<file path="src/rtl/pa_core_trap_ctrl_pkg.sv">
// Shared definitions for the machine-mode trap sequencer: CSR addresses, cause codes,
// mstatus field positions and state encoding.
package pa_core_trap_ctrl_pkg;

    localparam logic [11:0] CSR_MSTATUS = 12'h300;
    localparam logic [11:0] CSR_MEPC    = 12'h341;
    localparam logic [11:0] CSR_MCAUSE  = 12'h342;

    // Exception codes (interrupt flag is carried separately in the cause MSB)
    localparam logic [4:0] CAUSE_ILLEGAL = 5'd2;
    localparam logic [4:0] CAUSE_EBREAK  = 5'd3;
    localparam logic [4:0] CAUSE_ECALL   = 5'd11;
    localparam logic [4:0] CAUSE_IRQ_TMR = 5'd7;
    localparam logic [4:0] CAUSE_IRQ_EXT = 5'd11;

    localparam int MSTATUS_MIE    = 3;
    localparam int MSTATUS_MPIE   = 7;
    localparam int MSTATUS_MPP_LO = 11;
    localparam int MSTATUS_MPP_HI = 12;

    localparam logic [2:0] ST_IDLE      = 3'd0;
    localparam logic [2:0] ST_T_MEPC    = 3'd1;
    localparam logic [2:0] ST_T_MCAUSE  = 3'd2;
    localparam logic [2:0] ST_T_MSTATUS = 3'd3;
    localparam logic [2:0] ST_R_MSTATUS = 3'd4;
    localparam logic [2:0] ST_JUMP      = 3'd5;

    typedef enum logic [2:0] {
        S_IDLE      = ST_IDLE,
        S_T_MEPC    = ST_T_MEPC,
        S_T_MCAUSE  = ST_T_MCAUSE,
        S_T_MSTATUS = ST_T_MSTATUS,
        S_R_MSTATUS = ST_R_MSTATUS,
        S_JUMP      = ST_JUMP
    } trap_state_e;

    typedef enum logic [1:0] {
        REQ_NONE = 2'd0,
        REQ_EXC  = 2'd1,
        REQ_IRQ  = 2'd2,
        REQ_MRET = 2'd3
    } trap_req_e;

endpackage

</file>
<file path="src/rtl/pa_core_trap_ctrl_prio.sv">
// Combinational request arbiter: picks exception > enabled interrupt > MRET and
// builds the matching mcause value.
module pa_core_trap_prio
    import pa_core_trap_ctrl_pkg::*;
#(
    parameter int DATA_W = 32
) (
    input  logic              exc_ecall_i,
    input  logic              exc_ebreak_i,
    input  logic              exc_illegal_i,
    input  logic              mret_i,
    input  logic              irq_ext_i,
    input  logic              irq_tmr_i,
    input  logic              mie_i,
    output logic              accept_o,
    output trap_req_e         req_o,
    output logic [DATA_W-1:0] cause_o
);

    logic [4:0] code_s;
    logic       irq_s;

    // Priority encoder over all trap/return sources
    always_comb begin
        req_o  = REQ_NONE;
        code_s = 5'd0;
        irq_s  = 1'b0;
        if (exc_illegal_i) begin
            req_o  = REQ_EXC;
            code_s = CAUSE_ILLEGAL;
        end else if (exc_ebreak_i) begin
            req_o  = REQ_EXC;
            code_s = CAUSE_EBREAK;
        end else if (exc_ecall_i) begin
            req_o  = REQ_EXC;
            code_s = CAUSE_ECALL;
        end else if (mie_i && irq_ext_i) begin
            req_o  = REQ_IRQ;
            code_s = CAUSE_IRQ_EXT;
            irq_s  = 1'b1;
        end else if (mie_i && irq_tmr_i) begin
            req_o  = REQ_IRQ;
            code_s = CAUSE_IRQ_TMR;
            irq_s  = 1'b1;
        end else if (mret_i) begin
            req_o  = REQ_MRET;
        end else begin
            req_o  = REQ_NONE;
        end
    end

    assign accept_o = (req_o != REQ_NONE);
    assign cause_o  = {irq_s, {(DATA_W-6){1'b0}}, code_s};

endmodule

</file>
<file path="src/rtl/pa_core_trap_ctrl.sv">
// Trap sequencer owning the machine-mode CSR write port: passes execute writes through
// when idle, otherwise sequences mepc/mcause/mstatus updates and redirects the PC.
// Build option: TRAP_VECTORED_EN enables vectored interrupt targets (mtvec mode 01).
module pa_core_trap_ctrl
    import pa_core_trap_ctrl_pkg::*;
#(
    parameter int DATA_W = 32,
    parameter int CSR_W  = 12
) (
    input  logic              clk_i,
    input  logic              rst_n_i,
    input  logic [DATA_W-1:0] pc_i,
    input  logic              exc_ecall_i,
    input  logic              exc_ebreak_i,
    input  logic              exc_illegal_i,
    input  logic              mret_i,
    input  logic              irq_ext_i,
    input  logic              irq_tmr_i,
    input  logic [CSR_W-1:0]  ex_csr_waddr_i,
    input  logic              ex_csr_wvld_i,
    input  logic [DATA_W-1:0] ex_csr_wdata_i,
    input  logic [DATA_W-1:0] csr_mtvec_i,
    input  logic [DATA_W-1:0] csr_mepc_i,
    input  logic [DATA_W-1:0] csr_mstatus_i,
    output logic [CSR_W-1:0]  csr_waddr_o,
    output logic              csr_waddr_vld_o,
    output logic [DATA_W-1:0] csr_wdata_o,
    output logic              hold_o,
    output logic              jump_o,
    output logic [DATA_W-1:0] jump_addr_o
);

    function automatic logic [DATA_W-1:0] mstatus_on_trap(input logic [DATA_W-1:0] m);
        logic [DATA_W-1:0] r;
        r                                = m;
        r[MSTATUS_MPIE]                  = m[MSTATUS_MIE];
        r[MSTATUS_MIE]                   = 1'b0;
        r[MSTATUS_MPP_HI:MSTATUS_MPP_LO] = 2'b11;
        return r;
    endfunction

    function automatic logic [DATA_W-1:0] mstatus_on_mret(input logic [DATA_W-1:0] m);
        logic [DATA_W-1:0] r;
        r                                = m;
        r[MSTATUS_MIE]                   = m[MSTATUS_MPIE];
        r[MSTATUS_MPIE]                  = 1'b1;
        r[MSTATUS_MPP_HI:MSTATUS_MPP_LO] = 2'b11;
        return r;
    endfunction

    trap_state_e       state_q, state_d;
    logic [DATA_W-1:0] pc_q, pc_d;
    logic [DATA_W-1:0] cause_q, cause_d;
    logic              mret_q, mret_d;

    logic              accept_s;
    trap_req_e         req_s;
    logic [DATA_W-1:0] cause_s;
    logic [CSR_W-1:0]  waddr_s;
    logic              wvld_s;
    logic [DATA_W-1:0] wdata_s;
    logic              hold_s;
    logic              jump_s;
    logic [DATA_W-1:0] jaddr_s;
    logic [DATA_W-1:0] trap_base_s;
    logic [DATA_W-1:0] trap_tgt_s;

    pa_core_trap_prio #(
        .DATA_W (DATA_W)
    ) u_prio (
        .exc_ecall_i   (exc_ecall_i),
        .exc_ebreak_i  (exc_ebreak_i),
        .exc_illegal_i (exc_illegal_i),
        .mret_i        (mret_i),
        .irq_ext_i     (irq_ext_i),
        .irq_tmr_i     (irq_tmr_i),
        .mie_i         (csr_mstatus_i[MSTATUS_MIE]),
        .accept_o      (accept_s),
        .req_o         (req_s),
        .cause_o       (cause_s)
    );

    assign trap_base_s = {csr_mtvec_i[DATA_W-1:2], 2'b00};

`ifdef TRAP_VECTORED_EN
    // Vectored mode applies to interrupts only; exceptions always land on the base
    always_comb begin
        if ((csr_mtvec_i[1:0] == 2'b01) && cause_q[DATA_W-1]) begin
            trap_tgt_s = trap_base_s + {{(DATA_W-7){1'b0}}, cause_q[4:0], 2'b00};
        end else begin
            trap_tgt_s = trap_base_s;
        end
    end
`else
    logic mtvec_mode_unused_s;
    assign mtvec_mode_unused_s = ^csr_mtvec_i[1:0];
    assign trap_tgt_s          = trap_base_s;
`endif

    // State and latched trap context
    always_ff @(posedge clk_i or negedge rst_n_i) begin
        if (!rst_n_i) begin
            state_q <= S_IDLE;
            pc_q    <= {DATA_W{1'b0}};
            cause_q <= {DATA_W{1'b0}};
            mret_q  <= 1'b0;
        end else begin
            state_q <= state_d;
            pc_q    <= pc_d;
            cause_q <= cause_d;
            mret_q  <= mret_d;
        end
    end

    // Next-state logic and CSR write-port mux
    always_comb begin
        state_d = state_q;
        pc_d    = pc_q;
        cause_d = cause_q;
        mret_d  = mret_q;
        waddr_s = {CSR_W{1'b0}};
        wvld_s  = 1'b0;
        wdata_s = {DATA_W{1'b0}};
        hold_s  = 1'b0;
        jump_s  = 1'b0;
        jaddr_s = {DATA_W{1'b0}};
        case (state_q)
            S_IDLE: begin
                if (accept_s) begin
                    hold_s  = 1'b1;
                    pc_d    = pc_i;
                    cause_d = cause_s;
                    if (req_s == REQ_MRET) begin
                        mret_d  = 1'b1;
                        state_d = S_R_MSTATUS;
                    end else begin
                        mret_d  = 1'b0;
                        state_d = S_T_MEPC;
                    end
                end else begin
                    waddr_s = ex_csr_waddr_i;
                    wvld_s  = ex_csr_wvld_i;
                    wdata_s = ex_csr_wdata_i;
                end
            end
            S_T_MEPC: begin
                hold_s  = 1'b1;
                waddr_s = CSR_W'(CSR_MEPC);
                wvld_s  = 1'b1;
                wdata_s = pc_q;
                state_d = S_T_MCAUSE;
            end
            S_T_MCAUSE: begin
                hold_s  = 1'b1;
                waddr_s = CSR_W'(CSR_MCAUSE);
                wvld_s  = 1'b1;
                wdata_s = cause_q;
                state_d = S_T_MSTATUS;
            end
            S_T_MSTATUS: begin
                hold_s  = 1'b1;
                waddr_s = CSR_W'(CSR_MSTATUS);
                wvld_s  = 1'b1;
                wdata_s = mstatus_on_trap(csr_mstatus_i);
                state_d = S_JUMP;
            end
            S_R_MSTATUS: begin
                hold_s  = 1'b1;
                waddr_s = CSR_W'(CSR_MSTATUS);
                wvld_s  = 1'b1;
                wdata_s = mstatus_on_mret(csr_mstatus_i);
                state_d = S_JUMP;
            end
            S_JUMP: begin
                hold_s  = 1'b1;
                jump_s  = 1'b1;
                jaddr_s = mret_q ? csr_mepc_i : trap_tgt_s;
                state_d = S_IDLE;
            end
            default: begin
                state_d = S_IDLE;
            end
        endcase
    end

    // Outputs forced low while reset is asserted, even though the idle path is combinational
    assign csr_waddr_o     = rst_n_i ? waddr_s : {CSR_W{1'b0}};
    assign csr_waddr_vld_o = rst_n_i & wvld_s;
    assign csr_wdata_o     = rst_n_i ? wdata_s : {DATA_W{1'b0}};
    assign hold_o          = rst_n_i & hold_s;
    assign jump_o          = rst_n_i & jump_s;
    assign jump_addr_o     = rst_n_i ? jaddr_s : {DATA_W{1'b0}};

endmodule

</file>
<file path="config.mk">
export PLATFORM = sky130hd
export DESIGN_NAME = pa_core_trap_ctrl
export DESIGN_NICKNAME = d
export VERILOG_FILES = /design/src/rtl/pa_core_trap_ctrl_pkg.sv /design/src/rtl/pa_core_trap_ctrl_prio.sv /design/src/rtl/pa_core_trap_ctrl.sv
export SDC_FILE = /design/constraint.sdc
export NUM_CORES = 1
export LEC_CHECK = 0
export BUFFER_PORTS_ARGS = -buffer_cell sky130_fd_sc_hd__buf_2
export CAP_MARGIN = 30
export CORE_AREA = 2 2 101 103
export CTS_BUF_LIST = sky130_fd_sc_hd__clkbuf_8 sky130_fd_sc_hd__clkbuf_16
export DETAILED_ROUTE_END_ITERATION = 12
export DIE_AREA = 0 0 103 105
export PLACE_DENSITY_LB_ADDON = 0.15
export SLEW_MARGIN = 20
export SYNTH_ARGS = -nofsm -noshare
export SYNTH_HDL_FRONTEND = slang
export SYNTH_SLANG_ARGS = --single-unit
</file>
<file path="constraint.sdc">
create_clock -name clk_i -period 2.7 [get_ports clk_i]
set_clock_uncertainty 0.15 [all_clocks]
set_input_delay 0.54 -clock clk_i [delete_from_list [all_inputs] [get_ports clk_i]]
set_output_delay 0.54 -clock clk_i [all_outputs]
set_load 0.03 [all_outputs]
</file>
Word-level counts from Yosys, hierarchy flattened
Index checks and enable logic that the tools add are counted.

word-level totals
  register bits after elaboration = 42
  bits of input ports = 181
  output and inout bits = 79
  word-level logic and storage cells = 56

cells by class
  eq/ne operators = 7
  mux-type cells = 34
  bitwise logic cells = 3
  reductions and logical operators = 8

operators with widths
  cell                count
  $mux 32             5
  $pmux 32 s5         1
  $pmux 12 s4         1
  $mux 12             2
  $mux 5              4
  $mux 2              6
  $pmux 3 s4          1
  $mux 1              9
  $mux 3              3
  $eq 3x2->1 const B  2
  $eq 3x3->1 const B  2
  $reduce_or 5->1     1
  $pmux 1 s2          2
  $reduce_or 4->1     1
  $and 1x1->1         3
  $eq 3x1->1 const B  1
  $logic_not 3->1     1
  $eq 2x2->1 const B  1
  $logic_and 1x1->1   2
  $ne 2x2->1 const B  1
  $reduce_and 2->1    1
  $reduce_bool 2->1   1
  $reduce_or 2->1     1

Logic depth before layout (Yosys ltp)
Gate-level depths: netlist of the first run.

  word-level depth = 10
  mapped depth = 6
  mapped depth without buffers = 4

Cells and area by module
A second synthesis of the first run with hierarchy kept.

second synthesis, totals
  cells, all modules = 455
  area total of the unflattened synthesis = 4630.7 µm²

by module, submodules not included
  module             instances  cells each  area an instance (µm²)  sequential area each (µm²)
  pa_core_trap_ctrl  1          411         4334.2                  1701.6
  pa_core_trap_prio  1          44          296.5                   0.0

Least setup slack after synthesis of the first run
No wires, ideal clock.

  path type = in2out
  from = in exc_ecall_i
  to = out csr_wdata_o[11]
  data arrival time = 2152 ps
  required time = 2010 ps
  path slack = -142 ps
  cell stages on the path = 5
  path buffers = 1
  path through = or3_4 > nor4_4 > buf_6 > nand2_1 > a31oi_1

on the way
  longest elaborated chain between the ends = 7

ends and longest elaborated chain
  element            RTL line                      RTL
  from (decl)        pa_core_trap_ctrl.sv:13       input logic exc_ecall_i,
  $mux 2             pa_core_trap_ctrl_prio.sv:34  end else if (exc_ecall_i) begin
  $mux 2             pa_core_trap_ctrl_prio.sv:31  end else if (exc_ebreak_i) begin
  $mux 2             pa_core_trap_ctrl_prio.sv:28  if (exc_illegal_i) begin
  $reduce_bool 2->1  pa_core_trap_ctrl_prio.sv:52  assign accept_o = (req_o != REQ_NONE);
  $mux 32            pa_core_trap_ctrl.sv:129      if (accept_s) begin
  $pmux 32 s5        pa_core_trap_ctrl.sv:127      case (state_q)
  $mux 32            pa_core_trap_ctrl.sv:189      assign csr_wdata_o = rst_n_i ? wdata_s : {DATA_W{1'b0}};
  to (decl)          pa_core_trap_ctrl.sv:27       output logic [DATA_W-1:0] csr_wdata_o,

No other way between the ends.

Worst setup path after layout of the first run
  from = in exc_ecall_i
  to = out csr_wdata_o[10]

The elaborated chain is that of the path after synthesis.

==> results of run 1 <==
stage by stage:
step	TNS [ns]	hold WS (ns)	total power, W	setup slack, ns
4_1_cts	-1.07	0.114	0.00497	-0.0693
3_5_place_dp	-0.196	0.333	0.00421	-0.0716
6_report	-0.208	0.133	0.00501	-0.0434
2_1_floorplan	0	0.0944	0.00338	0.0373
5_1_grt	-3.66	0.144	0.00534	-0.138
3_3_place_gp	-0.149	0.331	0.00413	-0.0587
synthesized netlist by cell type (2+ instances only):
library cell / n / area, um^2
a21oi_1: 16 / 80.1
a222oi_1: 24 / 240
a22o_1: 2 / 17.5
a22oi_1: 9 / 67.6
a31oi_1: 2 / 12.5
and3_1: 9 / 56.3
buf_1: 4 / 15.0
buf_2: 5 / 25.0
buf_6: 4 / 45.0
clkbuf_1: 17 / 63.8
dfrtp_1: 41 / 1030
inv_1: 3 / 11.3
mux2_2: 61 / 687
mux2i_1: 30 / 300
nand2_1: 14 / 52.6
nor2_1: 64 / 240
nor2b_1: 5 / 31.3
nor3_1: 4 / 20.0
o21a_1: 2 / 15.0
o21ai_0: 7 / 35.0
or2_2: 4 / 25.0
power by group:
part / switching [W] / total (W) / leakage, nW / internal (W)
combinational: 0.00176 / 0.00342 / 2.10 / 0.00166
sequential: 0.000164 / 0.00108 / 0.484 / 0.000919
clock: 0.000231 / 0.000505 / 0.0595 / 0.000274
total: 0.00216 / 0.00501 / 2.64 / 0.00285
cells by family after synthesis:
family          after synthesis  synth area share, %
compound gates               67                 15.9
buf+inv                      34                 5.22
flops                        41                 31.9
mux                          92                 31.1
simple gates                108                 15.8
cell type report:
| cell class | count | area (um^2) |
|---|---|---|
| Fill cell | 933 | 4270 |
| Multi-Input combinational cell | 267 | 2190 |
| Timing Repair Buffer | 288 | 1870 |
| Sequential cell | 41 | 1030 |
| Tap cell | 133 | 166 |
| Clock buffer | 5 | 68.8 |
| Clock inverter | 3 | 42.5 |
| Inverter | 3 | 11.3 |
per-layer routing:
metal  up-vias  share of wire (%)  global-route usage [%]
met5         -                  0                       0
met4         0                1.9                    7.71
met3        20                7.9                    4.41
met2       191                 50                    37.2
met1      1795                 40                    25.5
li1       1799                  -                       -
what timing repair did:
item,CTS,global route
pin swaps,5,13
buffers inserted,3,1
gates cloned,2,1
setup endpoints to repair,52,70
gates resized for setup,71,32
worst max-delay path by stage:
| stage | startpoint | to | slack [ns] |
|---|---|---|---|
| finish | exc_ecall_i | csr_wdata_o[10] | -0.04 |
| global route | state_q[1] | csr_wdata_o[15] | -0.14 |
| CTS | state_q[1] | csr_wdata_o[5] | -0.07 |
| detailed placement | exc_ecall_i | csr_wdata_o[12] | -0.07 |
| global placement | exc_ecall_i | csr_wdata_o[12] | -0.06 |
| floorplan | exc_ecall_i | csr_wdata_o[11] | 0.04 |
flip-flops by register name, summed over array words and instances, names as in the netlist:
signal / count
pc_q: 32
cause_q: 5
state_q: 3
mret_q: 1
==> impl_metrics.csv, run 1 <==
group,metric,value,unit
outcome,status,"finished, violations left",
outcome,failed_checks,"setup timing",
timing,slew_headroom,54.4,%
floorplan,fp.dieW,103,um
synthesis,yosys_warnings,0,
critical_path,r2r_start,"state_q[1]",
finish,final_cells,740,
timing,min_period,2.74,ns
timing,final_max_slew_viol_count,0,
floorplan,dieArea,0.0108,mm^2
floorplan,rows,36,
critical_path,crit_slowest_cell,"or3_4",
pwr,max-vdd-ir-drop,462,uV
critical_path,crit_fanout,8,
floorplan,io_pins,260,
synthesis,ys_types,36,
synthesis,netlist_instances,342,
critical_path,crit_chain,"buf_2 -> or3_4 -> nor4_4 -> buf_6 -> buf_12 -> buf_16 -> a222oi_1 -> nor2_2 -> buf_6",
timing,setup_slack,-0.0434,ns
critical_path,max_stage_delay,0.41,ns
global_route,grt_usage,21.4,%
synthesis,ys_seq_area_share,31.9,%
floorplan,die_h,105,um
timing,tightest_slew,0.683,ns
critical_path,crit_buf_inv,5,
run,maxCapViolations,0,
finish,syn2layout_area_growth,67.1,%
timing,max_freq,0.365,GHz
critical_path,r2r-end,"pc_q[5]",
timing,setup_viol,12,
critical_path,cp_common_cell,"buf_6",
floorplan,fp.coreArea,0.00964,mm^2
pwr,power_density,933,mW/mm^2
drt,routed_wirelength,12.2,mm
clock_tree,cts_sinks,41,
critical_path,crit_path_end_kind,"primary output",
global_route,grt_first_pass_wirelength,18.2,mm
drt,avgRoutedWirePerCell,16.5,um
finish,final_cell_mix,"210 x buf_2, 61 x mux2_2, 40 x dfrtp_1",
critical_path,cp.arrival,2.05,ns
critical_path,crit_type,"in2out",
synthesis,synthArstFlopShare,100,%
clock_tree,path_clk_slew,0.08,ns
pwr,cellLeakagePower,2.64,nW
place,io_buffers,255,
finish,final_nets,787,
drt,vias,3805,
synthesis,syn_nets,523,
timing,rsz0062_at_grt,"true",
global_route,antenna_found_initial,0,
drt,firstDrtPassIters,7,
critical_path,r2r_slack,0.29,ns
global_route,grt_pass1_vias,3745,
synthesis,syn_area_per_cell,9.39,um^2
clock_tree,htreeDepth,2,
synthesis,ys_seq_elements,41,
synthesis,synth_edf_count,0,
clock_tree,clock_path_buffers,2,
critical_path,cp.required,2.01,ns
finish,diodes,0,
global_route,grt_max_degree,34,
finish,fin_util,55.7,%
critical_path,rr_worst_depth,5,
floorplan,floorplan.initialDensity,33.3,%
finish,postLayoutCellArea,0.00537,mm^2
drt,via_per_inst,5.14,
critical_path,path_depth,9,
clock_tree,ctsRootBufferMaster,"clkbuf_8",
clock_tree,cts_made_buffers,5,
timing,fin_crit_sh,102,%
drt,drcViolationCount,0,
place,hpwlAfterDp,9.03,mm
critical_path,cp_top_family,"simple AND/OR/NAND/NOR gates",
finish,drive_above_1_share,68.0,%
finish,final_common_cell,"buf_2",
place,gp_congestion,0.829,
critical_path,start_kind,"primary input",
synthesis,syn_area,0.00321,mm^2
clock_tree,cts_tree,"built",
synthesis,ys.flop_type,"dfrtp_1",
clock_tree,cts_hold_buf,0,
timing,hold_viol_final,0,
drt,drt_iter0_drc,239,
place,place_inst,725,
global_route,grt_overflow,0,
worst_hold_path,hold_path.class,"in2async",
place,placed_area,0.00483,mm^2
drt,ant_nets,0,
clock_tree,clkLatencyLatePin,0.30,ns
Power figures use the tool's default switching activity.
==> inputs of run 2 (changes only) <==
--- a/config.mk
+++ b/config.mk
@@ -5,12 +5,13 @@
 export SDC_FILE = /design/constraint.sdc
 export NUM_CORES = 1
 export LEC_CHECK = 0
+export ABC_AREA = 1
 export BUFFER_PORTS_ARGS = -buffer_cell sky130_fd_sc_hd__buf_2
 export CAP_MARGIN = 30
-export CORE_AREA = 2 2 101 103
+export CORE_AREA = 2 2 100 102
 export CTS_BUF_LIST = sky130_fd_sc_hd__clkbuf_8 sky130_fd_sc_hd__clkbuf_16
 export DETAILED_ROUTE_END_ITERATION = 12
-export DIE_AREA = 0 0 103 105
+export DIE_AREA = 0 0 102 104
 export PLACE_DENSITY_LB_ADDON = 0.15
 export SLEW_MARGIN = 20
 export SYNTH_ARGS = -nofsm -noshare
==> impl_metrics.csv, run 2 <==
group,metric,value,unit
outcome,status,"completed",
place,hpwlAfterDp,10.1,mm
finish,final_cell_mix,"252 x buf_2, 152 x nand2_1, 72 x nor2_1",
drt,drcViolationCount,0,
critical_path,rr_worst_depth,5,
drt,via_per_inst,4.96,
synthesis,synth_top_cell_area_share,27.1,%
timing,hold_viol_final,0,
critical_path,r2r_slack,1.05,ns
timing,max_freq,0.389,GHz
global_route,grt_max_degree,58,
timing,setup_viol,0,
clock_tree,clock_path_buffers,2,
synthesis,syn_area,0.00379,mm^2
floorplan,fp.dieW,102,um
finish,syn2layout_area_growth,39.0,%
finish,final_cells,960,
finish,final_common_cell,"buf_2",
critical_path,crit_fanout,14,
place,pre_cts_ws,0.183,ns
place,gp_congestion,0.810,
clock_tree,cts_made_buffers,5,
synthesis,yosysTopAreaCell,"dfrtp_1",
synthesis,yosys_warnings,0,
critical_path,max_stage_delay,0.46,ns
critical_path,crit_path_end_kind,"primary output",
clock_tree,clkLatencyLatePin,0.29,ns
floorplan,floorplan.initialDensity,39.7,%
synthesis,synth.most_common_cell,"nand2_1",
global_route,grt_first_pass_wirelength,20.9,mm
synthesis,synth_edf_count,0,
timing,rsz0062_at_grt,"true",
timing,final_max_slew_viol_count,0,
critical_path,cp.arrival,1.88,ns
floorplan,dieArea,0.0106,mm^2
floorplan,fp.coreArea,0.00955,mm^2
timing,setup_slack,0.132,ns
critical_path,start_kind,"register",
timing,tightest_slew,0.884,ns
pwr,power_density,870,mW/mm^2
critical_path,r2r_start,"state_q[1]",
run,maxCapViolations,0,
clock_tree,cts_tree,"built",
clock_tree,cts_sinks,41,
floorplan,die_h,104,um
critical_path,r2r-end,"pc_q[21]",
synthesis,ys.flop_type,"dfrtp_1",
drt,avgRoutedWirePerCell,13.8,um
synthesis,syn_nets,772,
pwr,cellLeakagePower,2.85,nW
drt,ant_nets,0,
place,io_buffers,255,
drt,firstDrtPassIters,5,
critical_path,crit_buf_inv,3,
finish,layout_top_registers,"pc_q (32), cause_q (5), state_q (3)",
global_route,grt_pass1_vias,4411,
worst_hold_path,hold_path.class,"in2async",
synthesis,syn_area_per_cell,6.41,um^2
drt,vias,4764,
finish,regMostFlops,"pc_q",
finish,diodes,0,
critical_path,cp.required,2.01,ns
critical_path,crit_type,"reg2out",
finish,drive_above_1_share,41.2,%
critical_path,crit_chain,"inv_2 -> nor2_2 -> nand2_1 -> buf_4 -> nor2_1 -> nor2_1 -> a21oi_1 -> buf_2",
global_route,antenna_found_initial,0,
timing,fin_crit_sh,95.1,%
synthesis,ys_seq_elements,41,
place,place_inst,950,
drt,routed_wirelength,13.3,mm
critical_path,startpoint,"state_q[0]",
synthesis,netlist_top_cells_count,"152 x nand2_1, 73 x nor2_1, 56 x nand3_1",
finish,fill_cells,978,
clock_tree,htreeDepth,2,
clock_tree,ctsRootBufferMaster,"clkbuf_8",
global_route,grt_overflow,0,
finish,largest_register_ffs,32,
timing,min_period,2.57,ns
global_route,grt_usage,24.1,%
finish,final_nets,1008,
synthesis,yosys-top-cells-area,"dfrtp_1 27%, nand2_1 15%, nand3_1 7.4%",
timing,slew_headroom,41.1,%
synthesis,ys_types,29,
synthesis,synthArstFlopShare,100,%
critical_path,cp_top_family,"buffers and inverters",
pwr,power,0.00459,W
floorplan,io_pins,260,
critical_path,crit_slowest_cell,"dfrtp_1",
critical_path,cp_common_cell,"nor2_1",
drt,drt_iter0_drc,374,
clock_tree,path_clk_slew,0.08,ns
floorplan,rows,36,
synthesis,ys_seq_area_share,27.1,%
pwr,max-vdd-ir-drop,431,uV
synthesis,netlist_instances,591,
run 2: cell count changes after synthesis, moves of 20 or more:
cell	delta
a21oi_1	+34
a21oi_2	+20
a222oi_1	-24
inv_1	+41
mux2_2	-61
mux2i_1	-30
nand2_1	+138
nand3_1	+55
nand3_2	+20
nand4_1	+33
o21ai_0	+20
run 2: how the worst max path moves through the flow:
stage                      endpoint  slack [ns]  cells after the start
detailed placement   csr_wdata_o[5]        0.18                      8
global route         csr_wdata_o[7]       -0.02                      8
CTS                  csr_wdata_o[3]      0.0009                      7
global placement     csr_wdata_o[1]        0.22                      8
finish               csr_wdata_o[6]        0.13                      8
floorplan           csr_wdata_o[10]        0.34                      6
run 2: kinds of logic (layout without fill, tap and decap cells):
logic type | Yosys count | in the layout | synth area share [%]
buf+inv | 96 | 332 | 12.6
compound gates | 105 | 105 | 16.0
flops | 41 | 41 | 27.1
simple gates | 349 | 349 | 44.3
run 2: final cells by class:
type,instances,area [um^2],share of cell area [%]
clock inverter,1,7.51,0.142
clock buffer,6,82.6,1.57
sequential,41,1030,19.5
multi-input combinational,454,2290,43.4
inverter,48,185,3.51
timing repair buffer,277,1510,28.7
tap,133,166,3.16
run 2: timing repair:
| item | 4_1_cts | 5_1_grt |
|---|---|---|
| hold buffers | 1 | 0 |
| setup endpoints to repair | 19 | 41 |
| buffers inserted | 0 | 2 |
| pin swaps | 0 | 0 |
| resized for setup | 1 | 14 |
| endpoints found under the hold margin | 4 | 0 |
run 2: stage by stage:
step	hold WS, ns	utilization, %	area, um^2	TNS (ns)
floorplan	0.0944	-	3790	0
global placement	0.267	53.6	5120	0
detailed placement	0.260	53.6	5120	0
CTS	0.0907	54.6	5220	0
global route	0.0835	55.2	5270	-0.0240
finish	0.0955	55.2	5270	0
run 2: report_power, final:
| part | total, W | switching (W) | internal [W] |
|---|---|---|---|
| clock | 0.000418 | 0.000216 | 0.000202 |
| combinational | 0.00315 | 0.00215 | 0.000993 |
| sequential | 0.00102 | 0.000122 | 0.000899 |
run 2: metal layers:
layer  global-route usage [%]  up-vias  part of all wire, %
li1                         -     2410                    -
met1                     33.0     2166                   44
met2                     40.0      176                   48
met3                     3.63       12                  6.6
met4                     5.33        0                  1.2
met5                        0        -                    0
